--- config.mk ---
export PLATFORM = sky130hd
export DESIGN_NAME = spi_slave_core
export DESIGN_NICKNAME = d
export VERILOG_FILES = /design/src/rtl/spi_slave_core.sv
export SDC_FILE = /design/constraint.sdc
export NUM_CORES = 1
export LEC_CHECK = 0
export ABC_AREA = 1
export BUFFER_PORTS_ARGS = -buffer_cell sky130_fd_sc_hd__buf_2
export CORE_MARGIN = 5
export CORE_UTILIZATION = 61
export CTS_BUF_LIST = sky130_fd_sc_hd__clkbuf_4 sky130_fd_sc_hd__clkbuf_8
export CTS_CLUSTER_SIZE = 25
export DETAILED_ROUTE_END_ITERATION = 8
export GPL_TIMING_DRIVEN = 0
export PLACE_DENSITY = 0.85
export SYNTH_ARGS = -nofsm -noshare
export SYNTH_HDL_FRONTEND = slang
export SYNTH_SLANG_ARGS = --single-unit
--- constraint.sdc ---
create_clock -name clk -period 2.3 [get_ports clk]
set_clock_uncertainty 0.15 [all_clocks]
set_input_delay 0.115 -clock clk [delete_from_list [all_inputs] [get_ports clk]]
set_output_delay 0.115 -clock clk [all_outputs]
set_load 0.1 [all_outputs]
--- src/rtl/spi_slave_core.sv ---
// Mode-0 SPI slave: oversamples cs_b/sclk/mosi in the clk domain and moves words through rx/tx valid/ready handshakes.
// Optional build macro SPI_SLAVE_CORE_LSB_FIRST_EN selects LSB-first receive and transmit (MSB-first otherwise).
module spi_slave_core #(
  parameter int unsigned        DATA_W      = 8,
  parameter int unsigned        SYNC_STAGES = 2,
  parameter logic [DATA_W-1:0]  DEFAULT_TX  = '1
) (
  input  logic              clk,
  input  logic              rst_b,
  input  logic              cs_b,
  input  logic              sclk,
  input  logic              mosi,
  output logic              miso,
  output logic [DATA_W-1:0] rx_data,
  output logic              rx_valid,
  input  logic              rx_ready,
  input  logic [DATA_W-1:0] tx_data,
  input  logic              tx_valid,
  output logic              tx_ready,
  output logic              busy,
  output logic              overrun,
  output logic              frame_err
);

  localparam int unsigned CNT_W = $clog2(DATA_W + 1);

  typedef enum logic [1:0] {
    S_IDLE,
    S_LOAD,
    S_SHIFT,
    S_LOAD_NEXT
  } state_t;

  logic [SYNC_STAGES-1:0] cs_sync_q, sclk_sync_q, mosi_sync_q, flush_q;
  logic                   cs_dly_q, sclk_dly_q;
  logic                   cs_s, sclk_s, mosi_s;
  logic                   sclk_rise, sclk_fall, cs_rise, cs_fall;
  logic                   armed_q, armed_d;

  state_t                 state_q, state_d;
  logic [CNT_W-1:0]       cnt_q, cnt_d;
  logic [DATA_W-1:0]      rxsh_q, rxsh_d, txsh_q, txsh_d;
  logic [DATA_W-1:0]      rx_data_q, rx_data_d;
  logic                   miso_q, miso_d;
  logic                   rx_valid_q, rx_valid_d;
  logic                   busy_q, busy_d;
  logic                   overrun_q, overrun_d;
  logic                   frame_err_q, frame_err_d;
  logic                   load_c, word_done_c;

  logic [DATA_W-1:0]      tx_word, tx_shifted, rx_shifted;
  logic                   tx_first, tx_next;

  always_ff @(posedge clk) begin
    if (!rst_b) begin
      cs_sync_q   <= '1;
      sclk_sync_q <= '0;
      mosi_sync_q <= '0;
      flush_q     <= '0;
      cs_dly_q    <= 1'b1;
      sclk_dly_q  <= 1'b0;
    end else begin
      cs_sync_q   <= {cs_sync_q[SYNC_STAGES-2:0], cs_b};
      sclk_sync_q <= {sclk_sync_q[SYNC_STAGES-2:0], sclk};
      mosi_sync_q <= {mosi_sync_q[SYNC_STAGES-2:0], mosi};
      flush_q     <= {flush_q[SYNC_STAGES-2:0], 1'b1};
      cs_dly_q    <= cs_s;
      sclk_dly_q  <= sclk_s;
    end
  end

  assign cs_s      = cs_sync_q[SYNC_STAGES-1];
  assign sclk_s    = sclk_sync_q[SYNC_STAGES-1];
  assign mosi_s    = mosi_sync_q[SYNC_STAGES-1];
  assign sclk_rise = sclk_s & ~sclk_dly_q;
  assign sclk_fall = ~sclk_s & sclk_dly_q;
  assign cs_rise   = cs_s & ~cs_dly_q;
  assign cs_fall   = ~cs_s & cs_dly_q;

  // The preset cs_b=1 would fake a falling edge if the pin is already low after reset,
  // so frames only start once a genuine high level has come through the synchronizer.
  assign armed_d = armed_q | (flush_q[SYNC_STAGES-1] & cs_s);

  assign tx_word = tx_valid ? tx_data : DEFAULT_TX;

`ifdef SPI_SLAVE_CORE_LSB_FIRST_EN
  assign tx_first   = tx_word[0];
  assign tx_shifted = {1'b0, txsh_q[DATA_W-1:1]};
  assign tx_next    = tx_shifted[0];
  assign rx_shifted = {mosi_s, rxsh_q[DATA_W-1:1]};
`else
  assign tx_first   = tx_word[DATA_W-1];
  assign tx_shifted = {txsh_q[DATA_W-2:0], 1'b0};
  assign tx_next    = tx_shifted[DATA_W-1];
  assign rx_shifted = {rxsh_q[DATA_W-2:0], mosi_s};
`endif

  always_comb begin
    state_d     = state_q;
    cnt_d       = cnt_q;
    rxsh_d      = rxsh_q;
    txsh_d      = txsh_q;
    miso_d      = miso_q;
    rx_data_d   = rx_data_q;
    rx_valid_d  = rx_valid_q;
    overrun_d   = overrun_q;
    frame_err_d = 1'b0;
    load_c      = 1'b0;
    word_done_c = 1'b0;

    if (rx_valid_q && rx_ready) rx_valid_d = 1'b0;

    // A cs_b rise overrides every sclk event seen in the same cycle.
    if (state_q != S_IDLE && cs_rise) begin
      state_d     = S_IDLE;
      miso_d      = 1'b0;
      frame_err_d = (state_q == S_SHIFT) && (cnt_q != '0);
      cnt_d       = '0;
      rxsh_d      = '0;
    end else begin
      unique case (state_q)
        S_IDLE: begin
          miso_d = 1'b0;
          if (cs_fall && armed_q) state_d = S_LOAD;
        end
        S_LOAD: load_c = 1'b1;
        S_SHIFT: begin
          if (sclk_rise) begin
            rxsh_d = rx_shifted;
            if (cnt_q == CNT_W'(DATA_W - 1)) begin
              cnt_d       = '0;
              word_done_c = 1'b1;
              state_d     = S_LOAD_NEXT;
            end else begin
              cnt_d = cnt_q + CNT_W'(1);
            end
          end else if (sclk_fall) begin
            txsh_d = tx_shifted;
            miso_d = tx_next;
          end
        end
        S_LOAD_NEXT: if (sclk_fall) load_c = 1'b1;
        default: state_d = S_IDLE;
      endcase

      if (load_c) begin
        txsh_d  = tx_word;
        miso_d  = tx_first;
        cnt_d   = '0;
        state_d = S_SHIFT;
      end

      if (word_done_c) begin
        if (!rx_valid_q || rx_ready) begin
          rx_data_d  = rx_shifted;
          rx_valid_d = 1'b1;
        end else begin
          overrun_d = 1'b1;
        end
      end
    end

    busy_d = (state_d != S_IDLE);
  end

  always_ff @(posedge clk) begin
    if (!rst_b) begin
      state_q     <= S_IDLE;
      cnt_q       <= '0;
      rxsh_q      <= '0;
      txsh_q      <= '0;
      miso_q      <= 1'b0;
      rx_data_q   <= '0;
      rx_valid_q  <= 1'b0;
      busy_q      <= 1'b0;
      overrun_q   <= 1'b0;
      frame_err_q <= 1'b0;
      armed_q     <= 1'b0;
    end else begin
      state_q     <= state_d;
      cnt_q       <= cnt_d;
      rxsh_q      <= rxsh_d;
      txsh_q      <= txsh_d;
      miso_q      <= miso_d;
      rx_data_q   <= rx_data_d;
      rx_valid_q  <= rx_valid_d;
      busy_q      <= busy_d;
      overrun_q   <= overrun_d;
      frame_err_q <= frame_err_d;
      armed_q     <= armed_d;
    end
  end

  assign miso      = miso_q;
  assign rx_data   = rx_data_q;
  assign rx_valid  = rx_valid_q;
  assign tx_ready  = load_c & tx_valid;
  assign busy      = busy_q;
  assign overrun   = overrun_q;
  assign frame_err = frame_err_q;

endmodule

==> flow_metrics.env, run 1 <==
export IMPL_ys_types=23
export IMPL_seq_area_frac_synth=0.482
export IMPL_netlist_instances=247
export IMPL_cts_buffers=5
export IMPL_placement_cell_area_sq_um=2010
export IMPL_startpoint="state_q[0]"
export IMPL_layout_commonest_cell="dfxtp_1"
export IMPL_dieArea_sq_um=4190
export IMPL_slowest_stage="buf_2"
export IMPL_die_h_um=64.7
export IMPL_ir_drop_v=0.000465
export IMPL_path_buf_inv=2
export IMPL_finalNetCount=310
export IMPL_r2r_slack_ns=0.74
export IMPL_max_slew_margin_rel=0.667
export IMPL_syn_nets=264
export IMPL_firstDrtPassIters=4
export IMPL_clkSinkCount=44
export IMPL_min_from="tx_data[4]"
export IMPL_clk_pin_slew_ns=0.13
export IMPL_area_growth_pct=21.0
export IMPL_final_layout_size_suffix_gt1_frac=0.218
export IMPL_diodes=0
export IMPL_ys_ff_latch=44
export IMPL_worst_pin_slew_ns=0.499
export IMPL_switching_share=0.224
export IMPL_fp_row_count=19
export IMPL_fin_crit_ns=1.90
export IMPL_powerDensity_nw_per_um2=630
export IMPL_cts_setup_buffers=0
export IMPL_tns_ns=0
export IMPL_fin_cells=325
export IMPL_clkPwrFrac=0.364
export IMPL_reg2regPathDepth=7
export IMPL_cts_max_level=2
export IMPL_crit_path_end_kind="output pin"
export IMPL_ios=29
export IMPL_mostFrequentLayoutCells="dfxtp_1, nand2_1, nor2_1"
export IMPL_cts_tree="yes"
export IMPL_routed_via_count=1703
export IMPL_fmax_mhz=527
export IMPL_slew_violations=0
export IMPL_die_w_um=64.7
export IMPL_grt_first_pass_wirelength_mm=7.07
export IMPL_synth_edf_count=0
export IMPL_track_usage=0.212
export IMPL_status="finished clean"
export IMPL_p_int_mw=1.08
export IMPL_synthFlopType="dfxtp_1"
export IMPL_grt_use_met2=0.365
export IMPL_clk_latency_ns=0.36
export IMPL_timing_hold_ws_ns=0.00482
export IMPL_p_leak_nw=1.08
export IMPL_place_ws_ns=0.781
export IMPL_crit_fanout=8
export IMPL_cp_required_ns=2.04
export IMPL_avgSynthCellArea_sq_um=7.40
export IMPL_cts_buffer_depth=2
export IMPL_wl_per_cell_um=12.0
export IMPL_holdBufCountCts=11
export IMPL_hold_viol=0
export IMPL_setup_worst_path_class="flip-flop to output pin"
export IMPL_p_sw_mw=0.312
export IMPL_initial_core_util=0.652
export IMPL_gp_congestion=0.863
export IMPL_rr_startpoint="sclk_sync_q[1]"
export IMPL_ant_nets=0
export IMPL_combPwrFrac=0.073
export IMPL_setup_violations=0
export IMPL_post_cts_resized=0
export IMPL_seqPwrFrac=0.563
export IMPL_route_detailed_drc=0
export IMPL_place_detailed_hpwl_mm=2.71
export IMPL_grt_use_met3=0.0639
export IMPL_r2r_end="txsh_q[4]"
export IMPL_maxCapViolCount=0
export IMPL_grt_max_degree=15
export IMPL_final_area_sq_um=2210
export IMPL_synth_async_reset_ratio=0
export IMPL_grt_met1_usage=0.245
export IMPL_worstPathArrival_ns=1.63
export IMPL_grt_pass1_vias=1650
export IMPL_path_common_cell="nor2_2"
export IMPL_clock_tree_root_cell="clkbuf_4"
export IMPL_cp_depth=5
export IMPL_yosysWarningCount=0
export IMPL_overflow=0
export IMPL_antenna_found_initial=0
export IMPL_netlist_area_sq_um=1830
export IMPL_slowest_delay_ns=0.45
export IMPL_cp_start_kind="flip-flop"
export IMPL_endpoint="tx_ready"
export IMPL_grt_busiest_layer="met2"
export IMPL_rsz0062_at_grt="false"
export IMPL_fp_coreArea_sq_um=2810
export IMPL_drt_iter0_markers=79
export IMPL_path_cells="buf_6 > nor2_2 > nor2_2 > nor3_2 > buf_2"
export IMPL_io_buffers=28
export IMPL_dp_cells=306
export IMPL_routed_wl_mm=3.90
export IMPL_fin_crit_sh=0.825
export IMPL_worst_hold_path_type="input port to flip-flop"
export IMPL_timing_final_ws_setup_ns=0.401
export IMPL_vias_per_cell=5.24
export IMPL_cp_top_family="buffers and inverters"
## worst min path at each step
stage / cells past startpoint / to / slack, ns
3_3_place_gp: 3 / sclk_sync_q[0] / 0.15
2_1_floorplan: 0 / flush_q[0] / -0.007
3_5_place_dp: 2 / cs_sync_q[0] / 0.15
4_1_cts: 5 / txsh_q[4] / 0.006
5_1_grt: 5 / txsh_q[0] / 0.03
6_report: 5 / txsh_q[4] / 0.005
## logic make-up after synthesis
| kind of cell | share of synthesized area |
|---|---|
| xor gates and xnor gates | 0.00479 |
| AOI/OAI and AO/OA | 0.0965 |
| adders and majority gates | 0.0137 |
| buffers and inverters | 0.0945 |
| and+or+nand+nor | 0.309 |
| DFF | 0.482 |
## layer usage
metal,vias up,share of wire
met3,7,0.049
li1,863,-
met2,42,0.49
met1,791,0.45
met4,0,0.013
met5,-,0
## state kept, by name, summed over array words and instances (netlist names), 2 cells and up
name	count
rx_data	8
rxsh_q	7
txsh_q	7
cnt_q	4
cs_sync_q	2
flush_q	2
mosi_sync_q	2
sclk_sync_q	2
state_q	2
## cell type report
class	instances	area (sq um)
Inverter	35	131
Fill cell	213	593
Buffer	7	41.3
Multi-Input combinational cell	161	779
Sequential cell	44	881
Clock buffer	6	51.3
Tap cell	31	38.8
Clock inverter	2	38.8
Timing Repair Buffer	39	250
## worst register-to-register path, cell delays in order (launching register included)
cell and delay, ns:
dfxtp_1 0.35, inv_1 0.07, nand2_1 0.05, nand2_1 0.07, buf_2 0.21, nand3_1 0.26
a21oi_1 0.22, nor2_1 0.07
## cell usage after synthesis, types with 2 or more instances
| cell | count | area (sq um) |
|---|---|---|
| dfxtp_1 | 44 | 881 |
| nand2_1 | 40 | 150 |
| nor2_1 | 38 | 143 |
| inv_1 | 32 | 120 |
| nand3_1 | 23 | 115 |
| a21oi_1 | 18 | 90.1 |
| o21ai_0 | 14 | 70.1 |
| or2_2 | 8 | 50.1 |
| nor2_2 | 6 | 37.5 |
| buf_2 | 3 | 15.0 |
| nand2_2 | 3 | 18.8 |
| nor2_4 | 3 | 33.8 |
| clkbuf_1 | 2 | 7.51 |
| ha_1 | 2 | 25.0 |
| inv_2 | 2 | 7.51 |
| nor3_1 | 2 | 10.0 |
## through the flow
stage	power (mW)	utilization
2_1_floorplan	0.858	-
4_1_cts	1.40	0.789
3_5_place_dp	0.886	0.717
3_3_place_gp	0.883	0.717
5_1_grt	1.45	0.789
6_report	1.39	0.789
## power by group through the flow
stage          Sequential [mW]  Clock (mW)  Combinational [mW]
2_1_floorplan            0.807           0              0.0512
3_3_place_gp             0.801           0              0.0824
3_5_place_dp             0.801           0              0.0846
4_1_cts                  0.784       0.517              0.0995
5_1_grt                  0.787       0.553               0.114
6_report                 0.785       0.507               0.102
(Power assumes the default switching activity.)
==> run 2: changes to the inputs <==
--- a/config.mk
+++ b/config.mk
@@ -5,15 +5,15 @@
 export SDC_FILE = /design/constraint.sdc
 export NUM_CORES = 1
 export LEC_CHECK = 0
-export ABC_AREA = 1
+export ABC_AREA = 0
 export BUFFER_PORTS_ARGS = -buffer_cell sky130_fd_sc_hd__buf_2
 export CORE_MARGIN = 5
-export CORE_UTILIZATION = 61
+export CORE_UTILIZATION = 57
 export CTS_BUF_LIST = sky130_fd_sc_hd__clkbuf_4 sky130_fd_sc_hd__clkbuf_8
 export CTS_CLUSTER_SIZE = 25
 export DETAILED_ROUTE_END_ITERATION = 8
 export GPL_TIMING_DRIVEN = 0
-export PLACE_DENSITY = 0.85
+export PLACE_DENSITY = 0.81
 export SYNTH_ARGS = -nofsm -noshare
 export SYNTH_HDL_FRONTEND = slang
 export SYNTH_SLANG_ARGS = --single-unit
==> constraint.sdc (replaced) <==
create_clock -name clk -period 1.9 [get_ports clk]
set_clock_uncertainty 0.15 [all_clocks]
set_input_delay 0.095 -clock clk [delete_from_list [all_inputs] [get_ports clk]]
set_output_delay 0.095 -clock clk [all_outputs]
set_load 0.1 [all_outputs]
==> run 2 against run 1 <==
  * The flow now finishes with violations (negative hold slack)
  * Power up 8.9%
  * Sequential share of layout area up 1.7 points
  * Design area fell by 3.9%
  * Clock power down 5.9%
  * Flip-flop and latch count unchanged
  * Register-to-register slack worse by 0.57 ns
  * Wire length decreased by 11%
  * Die area is 0.99% higher
  * Utilization decreased by 7.5 points
  * Via count is 15% lower
  * Setup slack worse by 0.26 ns
  * Critical path type unchanged
  * Largest cell class unchanged
  * Largest power group unchanged
  * Highest routed layer unchanged
==> flow_metrics.env, run 2 <==
export IMPL_status="finished with violations"
export IMPL_violations="negative hold slack"
export IMPL_placement_cell_area_sq_um=1910
export IMPL_ant_nets=0
export IMPL_top_layer_used="met4"
export IMPL_die_h_um=65.1
export IMPL_tns_ns=0
export IMPL_synthAdderAreaFrac=0.0145
export IMPL_fin_crit_ns=1.76
export IMPL_cts_buffers=5
export IMPL_area_growth_pct=23.0
export IMPL_initial_core_util=0.580
export IMPL_yosysWarningCount=0
export IMPL_dp_cells=250
export IMPL_hold_viol=1
export IMPL_largest_register_ffs=8
export IMPL_layout_commonest_cell="dfxtp_1"
export IMPL_antenna_found_initial=0
export IMPL_synth_edf_count=0
export IMPL_grt_pass1_vias=1402
export IMPL_timing_final_ws_setup_ns=0.144
export IMPL_avgSynthCellArea_sq_um=9.14
export IMPL_crit_path_end_kind="output pin"
export IMPL_fin_cells=272
export IMPL_io_buffers=28
export IMPL_ir_drop_v=0.000508
export IMPL_dr_wl_met3_um=144
export IMPL_netlist_instances=189
export IMPL_synth_simple_gate_area_frac=0.246
export IMPL_switching_share=0.223
export IMPL_setup_worst_path_class="flip-flop to output pin"
export IMPL_combPwrFrac=0.065
export IMPL_startpoint="state_q[0]"
export IMPL_timing_hold_ws_ns=-0.000202
export IMPL_yosys_area_share_xor_xnor=0.00507
export IMPL_clkSinkCount=44
export IMPL_clk_latency_ns=0.35
export IMPL_seqPwrFrac=0.621
export IMPL_p_leak_nw=0.813
export IMPL_synth_area_leaders="dfxtp_1, nand2_1, o21ai_0"
export IMPL_clk_pin_slew_ns=0.11
export IMPL_slew_violations=0
export IMPL_netlist_area_sq_um=1730
export IMPL_endpoint="tx_ready"
export IMPL_routed_wl_mm=3.48
export IMPL_worst_pin_slew_ns=0.499
export IMPL_ios=29
export IMPL_cp_required_ns=1.65
export IMPL_route_detailed_drc=0
export IMPL_hold_path_depth=4
export IMPL_crit_fanout=10
export IMPL_cts_max_level=2
export IMPL_worstPathArrival_ns=1.51
export IMPL_track_usage=0.181
export IMPL_p_total_mw=1.52
export IMPL_place_ws_ns=0.148
export IMPL_die_w_um=65.1
export IMPL_firstDrtPassIters=4
export IMPL_finalNetCount=255
export IMPL_wl_per_cell_um=12.8
export IMPL_synthFlopType="dfxtp_1"
export IMPL_seq_area_frac_synth=0.510
export IMPL_met1_length_mm=1.57
export IMPL_drt_iter0_markers=63
export IMPL_clkPwrFrac=0.314
export IMPL_routed_via_count=1454
export IMPL_synth_compound_area_frac=0.183
export IMPL_cts_buffer_depth=2
export IMPL_r2r_end="busy"
export IMPL_cp_start_kind="flip-flop"
export IMPL_nFillCells=248
export IMPL_final_layout_size_suffix_gt1_frac=0.238
export IMPL_rr_startpoint="cs_sync_q[1]"
export IMPL_grt_first_pass_wirelength_mm=6.04
export IMPL_synth_top_family_by_area="simple AND/OR/NAND/NOR gates"
export IMPL_p_int_mw=1.18
export IMPL_synth_mux_area_frac=0.00652
export IMPL_ys_ff_latch=44
export IMPL_dieArea_sq_um=4230
export IMPL_overflow=0
export IMPL_grt_max_degree=14
export IMPL_synthTopCellsByCount="dfxtp_1, nand2_1, o21ai_0, a21oi_1, nor2_1"
export IMPL_final_area_sq_um=2130
export IMPL_powerDensity_nw_per_um2=713
export IMPL_setup_violations=0
export IMPL_r2r_slack_ns=0.17
export IMPL_max_slew_margin_rel=0.670
export IMPL_routed_wl_met2_mm=1.73
export IMPL_fmax_mhz=569
export IMPL_clock_tree_root_cell="clkbuf_4"
export IMPL_vias_per_cell=5.35
export IMPL_yosysTopAreaCell="dfxtp_1"
export IMPL_cts_tree="yes"
export IMPL_maxCapViolCount=0
export IMPL_synth_async_reset_ratio=0
export IMPL_fp_row_count=20
export IMPL_synth_top_cell_area_share=0.510
export IMPL_mostFrequentLayoutCells="dfxtp_1, buf_2, nand2_1"
export IMPL_gp_congestion=0.760
export IMPL_place_detailed_hpwl_mm=2.47
export IMPL_fin_crit_sh=0.924
export IMPL_diodes=0
export IMPL_reg2regPathDepth=4
export IMPL_p_sw_mw=0.339
export IMPL_worst_hold_path_type="input port to flip-flop"
export IMPL_ys_types=41
export IMPL_fp_coreArea_sq_um=2980
export IMPL_yosysMostFrequentCell="dfxtp_1"
export IMPL_rsz0062_at_grt="false"
export IMPL_syn_nets=206
[run 2: cell types whose count changed after synthesis, sizes merged, moves of 4 or more]
cell | previous run | this run
a21oi | 18 | 14
a32o | 0 | 5
and2 | 0 | 6
inv | 34 | 4
nand2 | 43 | 27
nand2b | 0 | 5
nand3 | 23 | 9
nor2 | 47 | 11
nor2b | 0 | 4
[run 2: per-layer routing]
metal	GRT usage	up-vias
met3	0.0555	5
met1	0.210	671
met4	0.0337	0
met5	0	-
met2	0.327	27
li1	-	751
[run 2: layout make-up]
cell class              instances  area (sq um)  share of cell area
flip-flops and latches         44           882               0.415
well taps                      33          41.3              0.0194
inverters                       4          15.0             0.00706
clock inverters                 1          7.51             0.00353
repair buffers                 42           284               0.134
clock buffers                   7          58.8              0.0277
multi-input cells             131           792               0.373
plain buffers                  10          45.0              0.0212
[run 2: what timing repair did]
action | in CTS | in global routing
resized for setup | 1 | 2
hold buffers | 13 | 0
setup buffers | 1 | 0
hold endpoints to repair | 13 | 0
setup endpoints to repair | 1 | 4
pin swaps | 1 | 0
[run 2: logic make-up (layout without fill, tap and decap cells)]
kind of cell | after synthesis | count (layout)
flops | 44 | 44
buf+inv | 14 | 64
simple gates | 81 | 81
xor+xnor | 1 | 1
compound gates | 46 | 46
fa+ha+maj | 2 | 2
mux | 1 | 1
[run 2: how the worst min path moves through the flow]
stage / start / end
floorplan: rst_b / flush_q[0]
global placement: rst_b / flush_q[0]
detailed placement: rst_b / flush_q[0]
CTS: tx_valid / miso
global route: tx_valid / miso
finish: tx_valid / miso
[run 2: through the flow]
| stage | hold WS [ns] | utilization |
|---|---|---|
| 6_report | -0.000202 | 0.714 |
| 5_1_grt | 0.0608 | 0.714 |
| 4_1_cts | 0.00487 | 0.712 |
| 3_5_place_dp | 0.0751 | 0.643 |
| 3_3_place_gp | 0.0709 | 0.643 |
| 2_1_floorplan | -0.0273 | - |
[run 2: power by group through the flow]
| stage | clock network, mW | logic, mW | registers [mW] |
|---|---|---|---|
| after floorplan | 0 | 0.0437 | 0.968 |
| after global placement | 0 | 0.0761 | 0.962 |
| after detailed placement | 0 | 0.0766 | 0.963 |
| after CTS | 0.487 | 0.0972 | 0.942 |
| after global routing | 0.535 | 0.109 | 0.944 |
| final | 0.477 | 0.0984 | 0.942 |
[run 2: worst max-delay path: stages (launching register included)]
cell	delay, ns
dfxtp_1	0.42
buf_2	0.23
o211ai_1	0.15
a21oi_2	0.15
buf_6	0.24
==> run 3: changes to the inputs <==
--- a/config.mk
+++ b/config.mk
@@ -8,12 +8,11 @@
 export ABC_AREA = 0
 export BUFFER_PORTS_ARGS = -buffer_cell sky130_fd_sc_hd__buf_2
 export CORE_MARGIN = 5
-export CORE_UTILIZATION = 57
+export CORE_UTILIZATION = 40
 export CTS_BUF_LIST = sky130_fd_sc_hd__clkbuf_4 sky130_fd_sc_hd__clkbuf_8
 export CTS_CLUSTER_SIZE = 25
 export DETAILED_ROUTE_END_ITERATION = 8
 export GPL_TIMING_DRIVEN = 0
-export PLACE_DENSITY = 0.81
 export SYNTH_ARGS = -nofsm -noshare
 export SYNTH_HDL_FRONTEND = slang
 export SYNTH_SLANG_ARGS = --single-unit
==> run 3 against run 2 <==
  * The flow now finishes without violations
  * Global-route usage shrank 3.7 points
  * Via count down 1.3%
  * Clock-buffer cell count down 1
  * Non-clock buffer count decreased by 2
  * Clock power is 50% higher
  * Utilization shrank 20 points
  * Critical path depth rose by 2
  * Wire length grew 5.8%
  * Setup slack lost 0.021 ns
  * Register-to-register slack got worse by 0.05 ns
  * Critical endpoint is now rx_data[6]
  * Critical path type is now flip-flop to flip-flop
  * Fmax decreased by 1.2%
==> flow_metrics.env, run 3 (same netlist as run 2, synthesis figures left out) <==
export IMPL_status="finished clean"
export IMPL_io_buffers=28
export IMPL_die_w_um=75.7
export IMPL_fin_util=0.510
export IMPL_p_leak_nw=0.829
export IMPL_firstDrtPassIters=4
export IMPL_path_cells="ha_1 > and3b_1 > o2111ai_4 > buf_2 > nand3_1 > o21ai_0"
export IMPL_rsz0062_at_grt="false"
export IMPL_clk_pin_slew_ns=0.08
export IMPL_grt_max_degree=14
export IMPL_drt_iter0_markers=72
export IMPL_cts_max_level=2
export IMPL_initial_core_util=0.405
export IMPL_vias_per_cell=4.97
export IMPL_track_usage=0.144
export IMPL_maxCapViolCount=0
export IMPL_layout_commonest_cell="dfxtp_1"
export IMPL_routed_via_count=1435
export IMPL_slowest_stage="dfxtp_1"
export IMPL_antenna_found_initial=0
export IMPL_setup_violations=0
export IMPL_route_detailed_drc=0
export IMPL_timing_hold_ws_ns=0.0422
export IMPL_gp_congestion=0.744
export IMPL_hold_path_depth=3
export IMPL_worstPathArrival_ns=1.80
export IMPL_routed_wl_met2_mm=1.64
export IMPL_rr_startpoint="cnt_q[0]"
export IMPL_endpoint="rx_data[6]"
export IMPL_cts_buffer_depth=2
export IMPL_cp_required_ns=1.93
export IMPL_clk_latency_ns=0.30
export IMPL_max_slew_margin_rel=0.679
export IMPL_fp_row_count=24
export IMPL_clock_tree_root_cell="clkbuf_8"
export IMPL_crit_fanout=10
export IMPL_setup_worst_path_class="flip-flop to flip-flop"
export IMPL_ios=29
export IMPL_grt_pass1_vias=1322
export IMPL_ant_nets=0
export IMPL_crit_path_end_kind="flip-flop"
export IMPL_overflow=0
export IMPL_fin_crit_ns=1.78
export IMPL_reg2regPathDepth=6
export IMPL_tns_ns=0
export IMPL_worst_hold_path_type="input port to flip-flop"
export IMPL_finalNetCount=253
export IMPL_met1_length_mm=1.76
export IMPL_fp_coreArea_sq_um=4260
export IMPL_cp_start_kind="flip-flop"
export IMPL_hold_viol=0
export IMPL_cts_buffers=5
export IMPL_grt_first_pass_wirelength_mm=6.11
export IMPL_clkSinkCount=44
export IMPL_fin_crit_sh=0.936
export IMPL_place_detailed_hpwl_mm=2.54
export IMPL_dieArea_sq_um=5730
export IMPL_ir_drop_v=0.000350
export IMPL_slowest_delay_ns=0.40
export IMPL_die_h_um=75.7
export IMPL_largest_register_ffs=8
export IMPL_slew_violations=0
export IMPL_powerDensity_nw_per_um2=806
export IMPL_final_layout_size_suffix_gt1_frac=0.236
export IMPL_dr_wl_met3_um=176
export IMPL_nFillCells=436
export IMPL_r2r_end="rx_data[6]"
export IMPL_startpoint="cnt_q[0]"
export IMPL_mostFrequentLayoutCells="dfxtp_1, buf_2, nand2_1"
export IMPL_top_layer_used="met4"
export IMPL_wl_per_cell_um=12.7
export IMPL_routed_wl_mm=3.68
export IMPL_area_growth_pct=25.8
export IMPL_worst_pin_slew_ns=0.481
export IMPL_diodes=0
export IMPL_cts_tree="yes"
export IMPL_fmax_mhz=563
export IMPL_r2r_slack_ns=0.12
run 3: cell type report:
type                       instances  area [sq um]  share of cell area
multi-input combinational        131           791               0.364
sequential                        44           882               0.406
inverter                           4          15.0             0.00691
tap                               52          65.1              0.0299
clock buffer                       6          76.3              0.0351
clock inverter                     2          35.0              0.0161
timing repair buffer              40           264               0.121
buffer                            10          45.0              0.0207
run 3: worst min-delay path by stage:
stage                    start          to  slack (ns)
floorplan                rst_b  flush_q[0]       -0.03
global route        tx_data[0]   txsh_q[0]        0.06
finish                rx_ready    rx_valid        0.04
CTS                   tx_valid        miso        0.04
global placement         rst_b  flush_q[0]        0.07
detailed placement       rst_b  flush_q[0]        0.07
run 3: timing repair:
action | in CTS | in global routing
hold buffers | 11 | 0
resized for setup | 2 | 0
hold endpoints to repair | 11 | 0
buffers inserted | 1 | 0
endpoints found under the setup margin | 1 | 0
run 3: stage by stage:
| stage | instance area [sq um] | setup slack, ns | power [mW] | std cells |
|---|---|---|---|---|
| after floorplan | 1730 | 0.0592 | 1.01 | 189 |
| after global placement | 1940 | 0.118 | 1.04 | 269 |
| after detailed placement | 1940 | 0.148 | 1.04 | 269 |
| after CTS | 2170 | 0.126 | 1.77 | 289 |
| after global routing | 2170 | 0.000738 | 1.83 | 289 |
| final | 2170 | 0.122 | 1.75 | 289 |
run 3: power by group:
group | total (mW) | internal (mW) | leakage [nW] | switching (mW)
sequential | 0.941 | 0.934 | 0.357 | 0.00658
combinational | 0.0962 | 0.0444 | 0.413 | 0.0519
clock | 0.715 | 0.404 | 0.0586 | 0.311
total | 1.75 | 1.38 | 0.829 | 0.369
run 3: critical path, delay by kind of cell, from the launching register on:
family	cells	cell delay [ns]
compound gates	2	0.31
flops	1	0.40
simple gates	2	0.38
buf+inv	1	0.23
fa+ha+maj	1	0.20
run 3: per-layer routing:
| layer | vias up | global-route usage |
|---|---|---|
| li1 | 745 | - |
| met1 | 655 | 0.181 |
| met2 | 27 | 0.222 |
| met3 | 8 | 0.0435 |
| met4 | 0 | 0.0738 |
| met5 | - | 0 |
